`src/rtl/int_priority_ctrl_if.sv`:
```
// Bus bundle between the interrupt controller and the control unit.
// The master is the control unit side: it drives the request lines, levels,
// masks, the vector-table write port and the ack/done handshake.
// The slave is the controller: it returns intr/intId/intDataOut plus the
// pending latch contents and the current nesting depth.
//   intReq     [NUM_CH]        raw request lines (rising-edge sensitive)
//   intLvl     [NUM_CH*LVL_W]  per-channel priority level
//   intMask    [NUM_CH]        1 = channel enabled for selection
//   intWrite/intSel/intDataIn  vector table write port
//   intAck / intDone           accept interrupt / return from interrupt
//   intr                       registered interrupt request
//   intId / intDataOut         registered winner index and its vector
//   intPending / intDepth      pending latches and nesting depth
interface int_priority_ctrl_if #(
  parameter int NUM_CH = 4,
  parameter int LVL_W  = 2,
  parameter int DATA_W = 16,
  parameter int DEPTH  = 2
);
  localparam int ID_W  = (NUM_CH > 1) ? $clog2(NUM_CH) : 1;
  localparam int DEP_W = $clog2(DEPTH + 1);

  logic [NUM_CH-1:0]       intReq;
  logic [NUM_CH*LVL_W-1:0] intLvl;
  logic [NUM_CH-1:0]       intMask;
  logic                    intWrite;
  logic [ID_W-1:0]         intSel;
  logic [DATA_W-1:0]       intDataIn;
  logic                    intAck;
  logic                    intDone;
  logic                    intr;
  logic [ID_W-1:0]         intId;
  logic [DATA_W-1:0]       intDataOut;
  logic [NUM_CH-1:0]       intPending;
  logic [DEP_W-1:0]        intDepth;

  modport master (
    output intReq, intLvl, intMask, intWrite, intSel, intDataIn, intAck, intDone,
    input  intr, intId, intDataOut, intPending, intDepth
  );

  modport slave (
    input  intReq, intLvl, intMask, intWrite, intSel, intDataIn, intAck, intDone,
    output intr, intId, intDataOut, intPending, intDepth
  );
endinterface

```
`src/rtl/int_priority_ctrl.sv`:
```
// Parametrised prioritised interrupt controller with nested service.
// Latches rising edges on NUM_CH request lines, selects the most urgent
// eligible channel (highest level, lowest index on ties) and presents it to
// the control unit with a registered intr/intId/intDataOut. An ack pushes the
// current service level and enters the new one; a done pops back out.
// Ports:
//   CLK    system clock, all state changes on the rising edge
//   Reset  synchronous active-high reset
//   bus    int_priority_ctrl_if slave modport (requests, vector table write,
//          ack/done handshake, registered outputs, pending and depth)
module int_priority_ctrl #(
  parameter int NUM_CH = 4,
  parameter int LVL_W  = 2,
  parameter int DATA_W = 16,
  parameter int DEPTH  = 2
) (
  input  logic                CLK,
  input  logic                Reset,
  int_priority_ctrl_if.slave  bus
);
  localparam int ID_W  = (NUM_CH > 1) ? $clog2(NUM_CH) : 1;
  localparam int DEP_W = $clog2(DEPTH + 1);

  logic [NUM_CH-1:0]       prev_reg;
  logic [NUM_CH-1:0]       pending_reg;
  logic [DATA_W-1:0]       vector_reg [NUM_CH];
  logic [DEPTH-1:0][LVL_W-1:0] stack_reg;
  logic [DEP_W-1:0]        depth_reg;
  logic [LVL_W-1:0]        cur_lvl_reg;
  logic                    intr_reg;
  logic [ID_W-1:0]         id_reg;
  logic [DATA_W-1:0]       data_reg;

  logic [LVL_W-1:0]        lvl [NUM_CH];
  logic [NUM_CH-1:0]       rise;
  logic [NUM_CH-1:0]       elig;
  logic [NUM_CH-1:0]       clr;
  logic                    found;
  logic [LVL_W-1:0]        best_lvl;
  logic [ID_W-1:0]         best_id;
  logic [LVL_W-1:0]        pop_lvl;
  logic                    done_take;
  logic                    ack_take;
  logic                    sel_ok;

  // Done has precedence: a simultaneous ack is dropped and its channel stays pending.
  assign done_take = bus.intDone && (depth_reg != '0);
  assign ack_take  = bus.intAck && intr_reg && !done_take && (depth_reg < DEP_W'(DEPTH));
  assign sel_ok    = {1'b0, bus.intSel} < (ID_W + 1)'(NUM_CH);

  for (genvar gi = 0; gi < NUM_CH; gi++) begin : g_ch
    assign lvl[gi]  = bus.intLvl[gi*LVL_W +: LVL_W];
    assign rise[gi] = bus.intReq[gi] & ~prev_reg[gi];
    assign elig[gi] = pending_reg[gi] & bus.intMask[gi] &
                      ((depth_reg == '0) | (lvl[gi] > cur_lvl_reg));
    assign clr[gi]  = ack_take && (id_reg == ID_W'(gi));
  end

  // Ascending scan with a strict compare keeps the lowest index on level ties.
  always_comb begin
    found    = 1'b0;
    best_lvl = '0;
    best_id  = '0;
    for (int i = 0; i < NUM_CH; i++) begin
      if (elig[i] && (!found || (lvl[i] > best_lvl))) begin
        found    = 1'b1;
        best_lvl = lvl[i];
        best_id  = ID_W'(i);
      end
    end
  end

  // Level that was active before the current nesting level was entered.
  always_comb begin
    pop_lvl = '0;
    for (int i = 0; i < DEPTH; i++) begin
      if (depth_reg == DEP_W'(i + 1)) begin
        pop_lvl = stack_reg[i];
      end
    end
  end

  always_ff @(posedge CLK) begin
    // The edge detector tracks the lines even in reset so that a line held
    // high through reset is not mistaken for a fresh request.
    prev_reg <= bus.intReq;
    if (Reset) begin
      pending_reg <= '0;
      stack_reg   <= '0;
      depth_reg   <= '0;
      cur_lvl_reg <= '0;
      intr_reg    <= 1'b0;
      id_reg      <= '0;
      data_reg    <= '0;
      for (int i = 0; i < NUM_CH; i++) begin
        vector_reg[i] <= '0;
      end
    end else begin
      // Set wins over the ack clear on the same channel.
      pending_reg <= (pending_reg & ~clr) | rise;

      if (bus.intWrite && sel_ok) begin
        vector_reg[bus.intSel] <= bus.intDataIn;
      end

      if (done_take) begin
        depth_reg   <= depth_reg - 1'b1;
        cur_lvl_reg <= pop_lvl;
      end else if (ack_take) begin
        for (int i = 0; i < DEPTH; i++) begin
          if (depth_reg == DEP_W'(i)) begin
            stack_reg[i] <= cur_lvl_reg;
          end
        end
        depth_reg   <= depth_reg + 1'b1;
        cur_lvl_reg <= lvl[id_reg];
      end

      // A handshake edge forces a quiet cycle so the outputs are re-evaluated
      // against the updated depth and level.
      intr_reg <= found && (depth_reg < DEP_W'(DEPTH)) && !ack_take && !done_take;
      if (found) begin
        id_reg   <= best_id;
        data_reg <= vector_reg[best_id];
      end
    end
  end

  assign bus.intr       = intr_reg;
  assign bus.intId      = id_reg;
  assign bus.intDataOut = data_reg;
  assign bus.intPending = pending_reg;
  assign bus.intDepth   = depth_reg;
endmodule
```
`src/flat_wrapper.sv`:
```
// flat-port wrapper written by rule: the top's interface ports become plain ports
module int_priority_ctrl_flat 
#(
  parameter int NUM_CH = 4,
  parameter int LVL_W  = 2,
  parameter int DATA_W = 16,
  parameter int DEPTH  = 2
)
  (CLK, Reset, bus_intReq, bus_intLvl, bus_intMask, bus_intWrite, bus_intSel, bus_intDataIn, bus_intAck, bus_intDone, bus_intr, bus_intId, bus_intDataOut, bus_intPending, bus_intDepth);
  int_priority_ctrl_if #(.NUM_CH(NUM_CH), .LVL_W(LVL_W), .DATA_W(DATA_W), .DEPTH(DEPTH)) bus_i ();
  input  logic CLK;
  input  logic Reset;
  input wire logic [$bits(bus_i.intReq)-1:0] bus_intReq;
  input wire logic [$bits(bus_i.intLvl)-1:0] bus_intLvl;
  input wire logic [$bits(bus_i.intMask)-1:0] bus_intMask;
  input wire logic [$bits(bus_i.intWrite)-1:0] bus_intWrite;
  input wire logic [$bits(bus_i.intSel)-1:0] bus_intSel;
  input wire logic [$bits(bus_i.intDataIn)-1:0] bus_intDataIn;
  input wire logic [$bits(bus_i.intAck)-1:0] bus_intAck;
  input wire logic [$bits(bus_i.intDone)-1:0] bus_intDone;
  output wire logic [$bits(bus_i.intr)-1:0] bus_intr;
  output wire logic [$bits(bus_i.intId)-1:0] bus_intId;
  output wire logic [$bits(bus_i.intDataOut)-1:0] bus_intDataOut;
  output wire logic [$bits(bus_i.intPending)-1:0] bus_intPending;
  output wire logic [$bits(bus_i.intDepth)-1:0] bus_intDepth;
  assign bus_i.intReq = bus_intReq;
  assign bus_i.intLvl = bus_intLvl;
  assign bus_i.intMask = bus_intMask;
  assign bus_i.intWrite = bus_intWrite;
  assign bus_i.intSel = bus_intSel;
  assign bus_i.intDataIn = bus_intDataIn;
  assign bus_i.intAck = bus_intAck;
  assign bus_i.intDone = bus_intDone;
  assign bus_intr = bus_i.intr;
  assign bus_intId = bus_i.intId;
  assign bus_intDataOut = bus_i.intDataOut;
  assign bus_intPending = bus_i.intPending;
  assign bus_intDepth = bus_i.intDepth;
  int_priority_ctrl #(.NUM_CH(NUM_CH), .LVL_W(LVL_W), .DATA_W(DATA_W), .DEPTH(DEPTH)) u_core (.CLK(CLK), .Reset(Reset), .bus(bus_i));
endmodule
```
`config.mk`:
```
export PLATFORM = sky130hd
export DESIGN_NAME = int_priority_ctrl_flat
export DESIGN_NICKNAME = d
export VERILOG_FILES = /design/src/rtl/int_priority_ctrl_if.sv /design/src/rtl/int_priority_ctrl.sv /design/src/flat_wrapper.sv
export SDC_FILE = /design/constraint.sdc
export NUM_CORES = 1
export LEC_CHECK = 0
export ABC_AREA = 1
export BUFFER_PORTS_ARGS = -buffer_cell sky130_fd_sc_hd__buf_2
export CORE_ASPECT_RATIO = 2
export CORE_MARGIN = 1.5
export CORE_UTILIZATION = 40
export CTS_BUF_LIST = sky130_fd_sc_hd__clkbuf_4
export DETAILED_ROUTE_END_ITERATION = 10
export GPL_TIMING_DRIVEN = 0
export HOLD_SLACK_MARGIN = 0.02
export PLACE_DENSITY = 0.68
export SKIP_LAST_GASP = 1
export SYNTH_ARGS = -nofsm -noshare
export SYNTH_HDL_FRONTEND = slang
export SYNTH_SLANG_ARGS = --single-unit
```
`constraint.sdc`:
```
create_clock -name CLK -period 10.6 [get_ports CLK]
set_clock_uncertainty 0.15 [all_clocks]
set_input_delay 2.12 -clock CLK [delete_from_list [all_inputs] [get_ports CLK]]
set_output_delay 2.12 -clock CLK [all_outputs]
set_load 0.03 [all_outputs]
```
### Yosys cells after proc, flatten, opt, wreduce, memory -nomap -nowiden

Memories as Yosys holds them, arrays and structs flattened. A register that Yosys moved wholly into a read port is not among the register bits.
Cells that the tools add are included.

| storage, ports and cells | value |
|---|---|
| flip-flop bits (word level) | 19 |
| bits in writable memories | 64 |
| input port bits | 39 |
| word-level logic and storage cells | 106 |
| memories | 1 |

| cells by class | value |
|---|---|
| $add $sub $neg | 2 |
| magnitude comparators | 9 |
| equal/unequal tests | 5 |
| multiplexer cells | 27 |
| bitwise logic cells | 25 |
| reductions and logical operators | 29 |

Memories:

| name | words | bits a word | rd ports | clocked after Yosys merged registers in | wr ports | RTL line | source |
|---|---|---|---|---|---|---|---|
| u_core.vector_reg | 4 | 16 | 1 | 1 | 4 | int_priority_ctrl.sv:26 | `logic [DATA_W-1:0] vector_reg [NUM_CH];` |

Operator list:

| operator | number |
|---|---|
| 2-to-1 mux 2 bit | 14 |
| 2-to-1 mux 16 bit | 1 |
| OR reduction 16 bit | 1 |
| greater-than comparator 2 bit | 7 |
| logical AND 1 bit | 14 |
| bitwise AND 1 bit | 12 |
| 2-to-1 mux 1 bit | 11 |
| equality test 2 bit, second input constant | 3 |
| AND reduction 3 bit | 2 |
| zero test 1 bit | 5 |
| inverter 1 bit | 5 |
| bitwise AND 4 bit | 1 |
| binary-select mux 2 bit (select 2 bit) | 1 |
| equality test 2 x 1 -> 1 bit, second input constant | 2 |
| zero test 2 bit | 2 |
| inverter 4 bit | 1 |
| OR 1 bit | 4 |
| OR 4 bit | 1 |
| nonzero test 2 bit | 2 |
| >= comparator 3 bit, second input constant | 1 |
| logical OR 1 bit | 3 |
| inverter 2 -> 3 bit | 1 |
| adder 2 x 1 -> 2 bit, second input constant | 1 |
| less-than comparator 2 bit, second input constant | 1 |
| subtractor 2 x 1 -> 2 bit, second input constant | 1 |

### Logic depth before layout (Yosys ltp)

Gate-level depths: netlist of the first run.

| depth | value |
|---|---|
| word-level depth | 19 |
| gate-level depth with buffers | 36 |
| mapped depth without buffers | 36 |

### Worst setup path after synthesis of the first run

OpenSTA, ideal clock, no wires.

| path | value |
|---|---|
| path type | input to register |
| start point | in bus_intLvl[0] |
| end point | reg u_core.data_reg[14], in the netlist u_core.bus.intDataOut[14], read port of u_core.vector_reg |
| data arrival time | 5669 ps |
| required time | 10341 ps |
| slack | 4672 ps |
| stages on the path | 34 |
| path buffers | 1 |
| path through | inv_1 -> ha_1 -> nand2_1 -> nand2_1 -> nand2_2 -> nand3_1 -> ha_1 -> inv_1 -> nor2_1 -> o21ai_0 -> nand3_1 -> nand2_1 -> nand2_1 -> o21ai_0 -> ha_1 -> inv_1 -> nor2_1 -> o21ai_0 -> nand2_1 -> nand2_4 -> nand2_1 -> o21ai_0 -> ha_1 -> inv_1 -> nor2_1 -> o21ai_0 -> nand2_4 -> nand2_8 -> buf_2 -> nand3_1 -> nand3_1 -> nand3_1 -> nand2_1 -> inv_1 |

| on the way | value |
|---|---|
| word-level cells in the longest chain between the ends | 16 |
| elaborated cells between the ends (all ways) | 25 |
| those cells by class | 4 x order compare; 10 x mux; 2 x bitwise; 9 x reduce/logical |

RTL lines:

| what | RTL line | source |
|---|---|---|
| from (decl) | flat_wrapper.sv:14 | `input wire logic [$bits(bus_i.intLvl)-1:0] bus_intLvl;` |
| greater-than comparator 2 bit | int_priority_ctrl.sv:55 | `((depth_reg == '0) \| (lvl[gi] > cur_lvl_reg));` |
| OR 1 bit | int_priority_ctrl.sv:55 |  |
| bitwise AND 1 bit | int_priority_ctrl.sv:54 | `assign elig[gi] = pending_reg[gi] & bus.intMask[gi] &` |
| 2-to-1 mux 2 bit / 2-to-1 mux 1 bit (equally long branches) | int_priority_ctrl.sv:65 | `if (elig[i] && (!found \|\| (lvl[i] > best_lvl))) begin` |
| greater-than comparator 2 bit / zero test 1 bit (equally long branches) | int_priority_ctrl.sv:65 |  |
| logical OR 1 bit | int_priority_ctrl.sv:65 |  |
| logical AND 1 bit | int_priority_ctrl.sv:65 |  |
| 2-to-1 mux 2 bit / 2-to-1 mux 1 bit (equally long branches) | int_priority_ctrl.sv:65 |  |
| greater-than comparator 2 bit / zero test 1 bit (equally long branches) | int_priority_ctrl.sv:65 |  |
| logical OR 1 bit | int_priority_ctrl.sv:65 |  |
| logical AND 1 bit | int_priority_ctrl.sv:65 |  |
| 2-to-1 mux 2 bit / 2-to-1 mux 1 bit (equally long branches) | int_priority_ctrl.sv:65 |  |
| greater-than comparator 2 bit / zero test 1 bit (equally long branches) | int_priority_ctrl.sv:65 |  |
| logical OR 1 bit | int_priority_ctrl.sv:65 |  |
| logical AND 1 bit | int_priority_ctrl.sv:65 |  |
| 2-to-1 mux 2 bit / 2-to-1 mux 1 bit (equally long branches) | int_priority_ctrl.sv:65 |  |
| to (decl) | int_priority_ctrl.sv:32 | `logic [DATA_W-1:0] data_reg;` |

Several ways; a longest one is shown, not always the timed one.
A chain may end at the register's enable or synchronous reset.

### Worst setup path after layout of the first run

| path | value |
|---|---|
| start point | in bus_intLvl[1] |
| end point | reg u_core.data_reg[5], in the netlist u_core.bus.intDataOut[5], read port of u_core.vector_reg |

Same word-level chain as after synthesis.

==> impl_metrics.py, run 1 <==
metrics = {
    "status": {
        "status": "completed",
    },
    "sta": {
        "min_period_over_period": 0.574,
        "drv_slew": 0,
        "fmaxAchievable_ghz": 0.164,
        "hold_slack_ns": 0.316,
        "slew_headroom": 0.478,
        "setup_violations": 0,
        "tns_ns": 0,
        "hold_viol_final": 0,
        "fin_ws_ns": 4.52,
        "period_needed_ns": 6.08,
        "grt_setup_unrepaired": "false",
        "worst_pin_slew_ns": 0.781,
    },
    "placed_design": {
        "placed_cell_area_um2": 5500,
        "place_congestion": 0.860,
        "post-dp-hpwl_um": 9290,
        "place_ws_ns": 4.02,
        "portBuffers": 62,
    },
    "yosys": {
        "synth_nets": 652,
        "ys.flop_type": "edfxtp_1",
        "netlist_instances": 596,
        "yosysSeqAreaShare": 0.527,
        "synth_area_um2": 4980,
        "synth_cell_type_count": 34,
        "ys_ff_latch": 99,
        "ys_warn_count": 0,
        "synth_area_per_cell_um2": 8.35,
        "async_flop_share": 0,
        "synth_edf_count": 64,
    },
    "cells_and_area": {
        "final_nets": 727,
        "area_growth_pct": 13.7,
        "largest_reg_flops": 64,
        "design_area_um2": 5660,
        "drive_above_1_share": 0.157,
        "fillers": 1188,
    },
    "detailed_routing": {
        "ant_nets": 0,
        "wl_um": 11600,
        "drt-met1-wl_um": 4090,
        "vias_per_cell": 4.78,
        "highest_layer": "met4",
        "routedWlPerCell_um": 14.1,
        "drtPass1Iterations": 4,
        "wl_met3_um": 426,
        "vias": 3942,
        "remaining_drc_errors": 0,
        "wl_met2_um": 6630,
        "drt-initial-drc-count": 166,
    },
    "power": {
        "switching_power_mw": 0.313,
        "vdd_drop_max_uv": 69.6,
        "clkPwrFrac": 0.242,
        "p_comb_frac": 0.244,
        "switching_share": 0.344,
        "leakage_nw": 2.77,
        "power_frac_seq": 0.513,
        "total_power_mw": 0.908,
        "p_int_mw": 0.595,
        "power_density_nw_per_um2": 160,
    },
    "hold_path": {
        "hold_depth": 2,
        "worstHoldPathType": "reg -> reg",
        "hp-start": "u_core.stack_reg[1]",
        "min_to": "u_core.stack_reg[1]",
    },
    "cts": {
        "cts-htree-levels": 3,
        "clk_pin_slew_ns": 0.16,
        "cts_tree": "done",
        "cts.repair.resized": 0,
        "postCtsSetupRepairBufs": 0,
        "insertion_delay_ns": 0.49,
        "clockBufferDepth": 2,
        "root_buffer": "clkbuf_4",
        "cts_hold_buf": 0,
        "cts_made_buffers": 9,
        "cts_sinks": 99,
    },
    "setup_path": {
        "reg2regPathDepth": 35,
        "start_kind": "primary input",
        "cpPeakStageDelay_ns": 0.30,
        "r2r_setup_slack_ns": 5.73,
        "r2r-end": "u_core.bus.intDataOut[5]",
        "crit_arrival_ns": 6.34,
        "endpoint_kind": "register",
        "crit_fanout": 10,
        "r2r_start": "u_core.cur_lvl_reg[1]",
        "cp.required_ns": 10.85,
        "crit_path_frequent_cell": "nand2_1",
        "cpMaxStageDelayCell": "ha_1",
        "path_class": "in -> reg",
    },
    "global_route": {
        "grt_pass1_vias": 3975,
        "grt_max_degree": 20,
        "grt_pass1_wl_um": 18500,
        "antenna_found_initial": 1,
        "grt_overflow_total": 0,
        "grt_usage": 0.188,
    },
    "die": {
        "start_util": 0.411,
        "die_h_um": 161,
        "fp.dieArea_um2": 13200,
        "rows": 57,
        "io_pins": 64,
        "die_w_um": 81.9,
        "core_area_um2": 12100,
    },
    "run": {
        "cap_viol_max_count": 0,
    },
}
-- cells by family after synthesis --
kind of cell	synth area share
AO/OA/AOI/OAI	0.0751
AND/OR/NAND/NOR	0.245
adder cells (fa/ha/maj)	0.0427
flip-flops	0.527
buffers and inverters	0.111
-- worst max-delay path, delay by kind of cell --
family | cells | cell delay (ns)
simple gates | 20 | 1.70
fa+ha+maj | 4 | 1.14
compound gates | 5 | 0.81
buf+inv | 6 | 0.56
-- cells in the mapped netlist, types with 2 or more instances --
cell	count	share of area
edfxtp_1	64	0.39
nand2_1	124	0.093
nor3_1	17	0.017
nand2_4	4	0.0090
a21oi_1	21	0.021
buf_4	4	0.0060
nor2_1	76	0.057
nand2_2	2	0.0025
nand3b_1	6	0.0090
nand2_8	2	0.0080
a22oi_1	4	0.0060
inv_2	2	0.0015
nand3_1	39	0.039
ha_1	17	0.043
buf_1	3	0.0023
o21ai_0	32	0.032
clkbuf_1	7	0.0053
o21ai_1	5	0.0050
buf_2	3	0.0030
dfxtp_1	35	0.14
inv_1	114	0.086
nor2_4	2	0.0045
buf_6	2	0.0045
-- cell type report --
class	count	area, um^2	share of cell area
multi-input cells	360	1810	0.320
well taps	147	184	0.0325
diodes	1	2.50	0.000442
clock buffers	9	67.6	0.0119
plain buffers	19	105	0.0186
repair buffers	64	333	0.0588
inverters	118	445	0.0787
flip-flops and latches	99	2620	0.463
clock inverters	7	91.3	0.0161
-- worst max path at each step --
stage | slack, ns | cells past startpoint | end | startpoint
3_3_place_gp | 4.12 | 34 | u_core.bus.intDataOut[15] | bus_intLvl[1]
2_1_floorplan | 4.67 | 34 | u_core.bus.intDataOut[14] | bus_intLvl[0]
6_report | 4.52 | 35 | u_core.bus.intDataOut[5] | bus_intLvl[1]
3_5_place_dp | 4.02 | 35 | u_core.bus.intDataOut[5] | bus_intLvl[1]
4_1_cts | 4.52 | 32 | u_core.bus.intDataOut[7] | bus_intLvl[1]
5_1_grt | 4.08 | 34 | u_core.bus.intDataOut[11] | bus_intLvl[1]
-- power groups by stage --
| stage | Combinational, mW | Clock (mW) | Sequential (mW) |
|---|---|---|---|
| 5_1_grt | 0.247 | 0.235 | 0.470 |
| 4_1_cts | 0.223 | 0.223 | 0.466 |
| 3_5_place_dp | 0.222 | 0 | 0.474 |
| 6_report | 0.222 | 0.220 | 0.466 |
| 3_3_place_gp | 0.216 | 0 | 0.473 |
| 2_1_floorplan | 0.131 | 0 | 0.497 |
-- per-layer routing --
layer	vias up	GRT usage
li1	2039	-
met3	25	0.0267
met2	110	0.368
met5	-	0
met4	0	0.102
met1	1768	0.172
-- per-stage QoR --
stage | utilization | cells
finish | 0.467 | 824
global route | 0.467 | 824
CTS | 0.467 | 823
detailed placement | 0.454 | 807
global placement | 0.451 | 805
floorplan | - | 596
-- layout by cell type (no fill, tap or decap), types with 6 or more instances in the layout --
master	netlist	routed
nand2_1	124	124
inv_1	114	114
nor2_1	76	76
buf_2	3	65
edfxtp_1	64	64
nand3_1	39	39
dfxtp_1	35	35
o21ai_0	32	31
a21oi_1	21	21
nor3_1	17	17
ha_1	17	17
clkbuf_4	0	9
clkbuf_1	7	7
o21ai_1	5	6
nand3b_1	6	6
(Power assumes the default switching activity.)
==> run 2, diff against run 1 <==
--- a/config.mk
+++ b/config.mk
@@ -14,7 +14,7 @@
 export DETAILED_ROUTE_END_ITERATION = 10
 export GPL_TIMING_DRIVEN = 0
 export HOLD_SLACK_MARGIN = 0.02
-export PLACE_DENSITY = 0.68
+export PLACE_DENSITY = 0.7
 export SKIP_LAST_GASP = 1
 export SYNTH_ARGS = -nofsm -noshare
 export SYNTH_HDL_FRONTEND = slang
==> constraint.sdc (replaced) <==
create_clock -name CLK -period 4.85 [get_ports CLK]
set_clock_uncertainty 0.15 [all_clocks]
set_input_delay 0.97 -clock CLK [delete_from_list [all_inputs] [get_ports CLK]]
set_output_delay 0.97 -clock CLK [all_outputs]
set_load 0.03 [all_outputs]
==> run 2 against run 1 <==
Net effect: clock power increased by 130%; die area unchanged; largest power group unchanged; wire length decreased by 0.32%; worst setup slack got worse by 4.3 ns; count of clock-buffer cells in the layout unchanged; largest cell class unchanged.
==> impl_metrics.py, run 2 (synthesized netlist as in run 1, its figures left out) <==
metrics = {
    "status": {
        "status": "completed",
    },
    "cts": {
        "clk_pin_slew_ns": 0.16,
        "cts_made_buffers": 9,
        "clockBufferDepth": 2,
        "cts-htree-levels": 3,
        "insertion_delay_ns": 0.47,
        "root_buffer": "clkbuf_4",
        "cts_sinks": 99,
        "cts_hold_buf": 0,
        "cts_tree": "done",
    },
    "cells_and_area": {
        "area_growth_pct": 15.3,
        "final_nets": 730,
        "layout_common_cells": "nand2_1 (123), inv_1 (114), nor2_1 (76)",
        "largest_reg_flops": 64,
        "mostFrequentLayoutCell": "nand2_1",
        "post-route-util": 0.473,
        "drive_above_1_share": 0.166,
    },
    "sta": {
        "fin_ws_ns": 0.257,
        "tns_ns": 0,
        "setup_violations": 0,
        "worst_pin_slew_ns": 0.752,
        "fmaxAchievable_ghz": 0.218,
        "drv_slew": 0,
        "slew_headroom": 0.498,
        "min_period_over_period": 0.947,
        "period_needed_ns": 4.59,
        "hold_viol_final": 0,
    },
    "die": {
        "die_w_um": 81.9,
        "rows": 57,
        "fp.dieArea_um2": 13200,
        "die_h_um": 161,
        "core_area_um2": 12100,
        "start_util": 0.411,
        "io_pins": 64,
    },
    "placed_design": {
        "place_congestion": 0.880,
        "portBuffers": 62,
        "post-dp-hpwl_um": 9250,
        "place_ws_ns": -0.581,
    },
    "setup_path": {
        "crit_family": "simple AND/OR/NAND/NOR gates",
        "crit_path_frequent_cell": "nand2_1",
        "cpPeakStageDelay_ns": 0.31,
        "reg2regPathDepth": 35,
        "crit_fanout": 10,
        "cpMaxStageDelayCell": "ha_1",
        "endpoint_kind": "register",
        "cp.required_ns": 5.10,
        "path_class": "in -> reg",
        "start_kind": "primary input",
        "cp_num_buf_inv": 6,
        "crit_arrival_ns": 4.84,
        "crit_cells": 35,
    },
    "global_route": {
        "grt_pass1_vias": 3787,
        "grt_pass1_wl_um": 18100,
        "antenna_found_initial": 1,
        "grt_overflow_total": 0,
        "grt_max_degree": 19,
        "grt_usage": 0.184,
    },
    "power": {
        "leakage_nw": 2.80,
        "total_power_mw": 2.03,
        "power_density_nw_per_um2": 353,
        "vdd_drop_max_uv": 177,
    },
    "run": {
        "cap_viol_max_count": 0,
    },
    "detailed_routing": {
        "vias_per_cell": 4.73,
        "routedWlPerCell_um": 14.0,
        "wl_um": 11600,
        "ant_nets": 0,
        "drt-initial-drc-count": 202,
        "remaining_drc_errors": 0,
        "drtPass1Iterations": 4,
        "vias": 3910,
    },
    "hold_path": {
        "worstHoldPathType": "reg -> reg",
        "hold_depth": 2,
    },
}
run 2: path summary, 6_finish.rpt:
path | startpoint | end | slack, ns
setup / recovery | bus_intLvl[1] | u_core.bus.intDataOut[0] | 0.26
hold reg to reg | u_core.stack_reg[1] | u_core.stack_reg[1] | 0.32
setup reg to reg | u_core.cur_lvl_reg[1] | u_core.bus.intDataOut[0] | 0.33
hold / removal | u_core.stack_reg[1] | u_core.stack_reg[1] | 0.32
run 2: layout make-up:
class,count,area (um^2)
multi-input cells,361,1840
clock buffers,9,67.6
diodes,1,2.50
clock inverters,7,110
inverters,118,448
fillers,1201,6380
well taps,147,184
repair buffers,66,348
plain buffers,19,115
flip-flops and latches,99,2620
run 2: report_power, final:
part	total [mW]	leakage (nW)	internal (mW)	switching (mW)
sequential	1.02	0.914	0.977	0.0388
clock	0.513	0.0899	0.218	0.295
combinational	0.498	1.80	0.160	0.338
run 2: metrics by stage:
stage	hold slack, ns	cell area, um^2	cells
finish	0.316	5740	827
global placement	0.305	5470	805
floorplan	0.275	4980	596
detailed placement	0.297	5500	807
global route	0.342	5740	827
CTS	0.318	5680	823
run 2: repair_timing:
action                     CTS  global route
setup endpoints to repair   16            18
setup buffers                0             2
gates resized for setup      1            13
pin swaps                    0             3
cloned                       0             1
run 2: worst min-delay path, stage by stage, from the launching register on:
cell and delay [ns]:
dfxtp_1 0.33, inv_1 0.06, a21oi_1 0.05
run 2: layer usage:
metal  track usage  part of all wire
met3        0.0290             0.032
met2         0.351              0.58
met1         0.174              0.35
met4         0.104             0.036
met5             0                 0
==> run 3, diff against run 2 <==
--- a/config.mk
+++ b/config.mk
@@ -7,7 +7,7 @@
 export LEC_CHECK = 0
 export ABC_AREA = 1
 export BUFFER_PORTS_ARGS = -buffer_cell sky130_fd_sc_hd__buf_2
-export CORE_ASPECT_RATIO = 2
+export CORE_ASPECT_RATIO = 0.6
 export CORE_MARGIN = 1.5
 export CORE_UTILIZATION = 40
 export CTS_BUF_LIST = sky130_fd_sc_hd__clkbuf_4
==> run 3 against run 2 <==
Net effect: worst setup slack improved by 0.00097 ns; first-iteration DRC count up 45%; flip-flop and latch count did not move; hold slack gained 0.0031 ns; via count increased by 7.1%; largest power group unchanged; highest routed layer unchanged.
==> impl_metrics.py, run 3 (synthesized netlist as in run 1, its figures left out) <==
metrics = {
    "status": {
        "status": "completed",
    },
    "power": {
        "switching_power_mw": 0.678,
        "leakage_nw": 2.84,
        "switching_share": 0.331,
        "power_density_nw_per_um2": 347,
        "vdd_drop_max_uv": 139,
        "p_comb_frac": 0.263,
        "power_frac_seq": 0.495,
        "clkPwrFrac": 0.242,
        "p_int_mw": 1.37,
    },
    "setup_path": {
        "r2r_setup_slack_ns": 0.32,
        "cpMaxStageDelayCell": "ha_2",
        "endpoint_kind": "register",
        "crit_fanout": 7,
        "cpPeakStageDelay_ns": 0.31,
        "cp.required_ns": 5.08,
        "cp-startpoint": "bus_intLvl[1]",
        "path_class": "in -> reg",
        "reg2regPathDepth": 34,
        "start_kind": "primary input",
        "r2r-end": "u_core.bus.intDataOut[14]",
        "crit_path_frequent_cell": "nand2_1",
        "r2r_start": "u_core.cur_lvl_reg[1]",
        "crit_arrival_ns": 4.82,
    },
    "sta": {
        "min_period_over_period": 0.947,
        "drv_slew": 0,
        "setup_violations": 0,
        "hold_slack_ns": 0.319,
        "fmaxAchievable_ghz": 0.218,
        "period_needed_ns": 4.59,
        "slew_headroom": 0.338,
        "hold_viol_final": 0,
        "worst_pin_slew_ns": 0.994,
    },
    "global_route": {
        "grt_use_met1": 0.272,
        "grt_usage": 0.198,
        "grt_max_degree": 17,
        "grt_pass1_wl_um": 19300,
        "antenna_found_initial": 0,
        "grt_pass1_vias": 3792,
        "use_met2": 0.313,
        "busiest_layer": "met2",
        "grtUsageMet3": 0.0434,
        "grt_overflow_total": 0,
    },
    "die": {
        "rows": 31,
        "die_w_um": 147,
        "core_area_um2": 12100,
        "io_pins": 64,
        "start_util": 0.411,
        "die_h_um": 89.4,
        "fp.dieArea_um2": 13100,
    },
    "placed_design": {
        "post-dp-hpwl_um": 9160,
        "placed_cell_area_um2": 5510,
        "place_congestion": 0.866,
        "portBuffers": 62,
    },
    "cts": {
        "cts_sinks": 99,
        "cts_made_buffers": 9,
        "root_buffer": "clkbuf_4",
        "clk_pin_slew_ns": 0.14,
        "cts_tree": "done",
        "clockBufferDepth": 2,
        "cts_hold_buf": 0,
        "cts-htree-levels": 3,
        "insertion_delay_ns": 0.46,
    },
    "cells_and_area": {
        "fillers": 1185,
        "mostFrequentLayoutCell": "nand2_1",
        "antenna_cells": 0,
        "drive_above_1_share": 0.197,
        "final_nets": 738,
        "design_area_um2": 5900,
        "area_growth_pct": 18.6,
        "layout_common_cells": "nand2_1 (122), inv_1 (111), nor2_1 (73)",
        "largest_reg_flops": 64,
    },
    "detailed_routing": {
        "drt-initial-drc-count": 293,
        "routedWlPerCell_um": 15.1,
        "drtPass1Iterations": 6,
        "ant_nets": 0,
        "vias": 4188,
        "remaining_drc_errors": 0,
        "vias_per_cell": 4.92,
        "wl_um": 12800,
    },
    "run": {
        "cap_viol_max_count": 0,
    },
    "hold_path": {
        "min_to": "u_core.stack_reg[1]",
        "worstHoldPathType": "reg -> reg",
        "hold_depth": 2,
        "hp-start": "u_core.stack_reg[1]",
    },
}
run 3: changes by cell type in the layout (fill, tap and decap cells not counted), moves of 3 or more:
cell	change
nor2_1	-3
o21ai_2	+3
inv_1	-3
buf_4	+10
ha_4	+3
ha_1	-4
inv_2	+3
o21ai_0	-4
run 3: worst max-delay path by stage:
| stage | end | slack [ns] |
|---|---|---|
| global placement | u_core.bus.intDataOut[0] | -0.48 |
| detailed placement | u_core.bus.intDataOut[0] | -0.69 |
| floorplan | u_core.bus.intDataOut[14] | 0.07 |
| finish | u_core.bus.intDataOut[14] | 0.26 |
| CTS | u_core.bus.intDataOut[3] | 0.002 |
| global route | u_core.bus.intDataOut[4] | -0.04 |
run 3: area by class of cell:
cell class,instances,area [um^2],area share
Buffer,19,123,0.0208
Clock inverter,5,77.6,0.0131
Timing Repair Buffer,74,409,0.0693
Sequential cell,99,2620,0.444
Inverter,118,445,0.0754
Clock buffer,11,82.6,0.0140
Tap cell,165,206,0.0350
Multi-Input combinational cell,361,1940,0.328
run 3: critical path, delay by kind of cell:
| kind | cells | cell delay (ns) |
|---|---|---|
| buffers and inverters | 6 | 0.60 |
| AOI/OAI and AO/OA | 5 | 0.55 |
| and+or+nand+nor | 19 | 1.54 |
| adders and majority gates | 4 | 1.15 |
run 3: power by group through the flow:
stage | sequential [mW] | combinational (mW) | clock (mW)
after floorplan | 1.09 | 0.287 | 0
after global placement | 1.03 | 0.479 | 0
after detailed placement | 1.03 | 0.494 | 0
after CTS | 1.02 | 0.497 | 0.503
after global routing | 1.02 | 0.596 | 0.529
final | 1.02 | 0.540 | 0.496
run 3: metal layers:
| layer | part of all wire | up-vias |
|---|---|---|
| met2 | 0.44 | 152 |
| met3 | 0.070 | 17 |
| met1 | 0.48 | 1951 |
| li1 | - | 2068 |
| met5 | 0 | - |
| met4 | 0.015 | 0 |
run 3: repair_timing:
| item | CTS | global route |
|---|---|---|
| setup endpoints to repair | 17 | 18 |
| endpoints found under the hold margin | 0 | 0 |
| pin swaps | 0 | 24 |
| gates cloned | 0 | 1 |
| setup buffers | 0 | 12 |
| resized for setup | 3 | 38 |
run 3: metrics by stage:
stage          std cells  worst slack (ns)  TNS, ns   util  power (mW)
3_3_place_gp         823            -0.483    -7.86  0.454        1.51
3_5_place_dp         823            -0.686   -11.31  0.456        1.53
6_report             852             0.258        0  0.488        2.05
4_1_cts              839           0.00179        0  0.469        2.01
5_1_grt              852           -0.0420  -0.0947  0.488        2.15
2_1_floorplan        596            0.0720        0      -        1.37
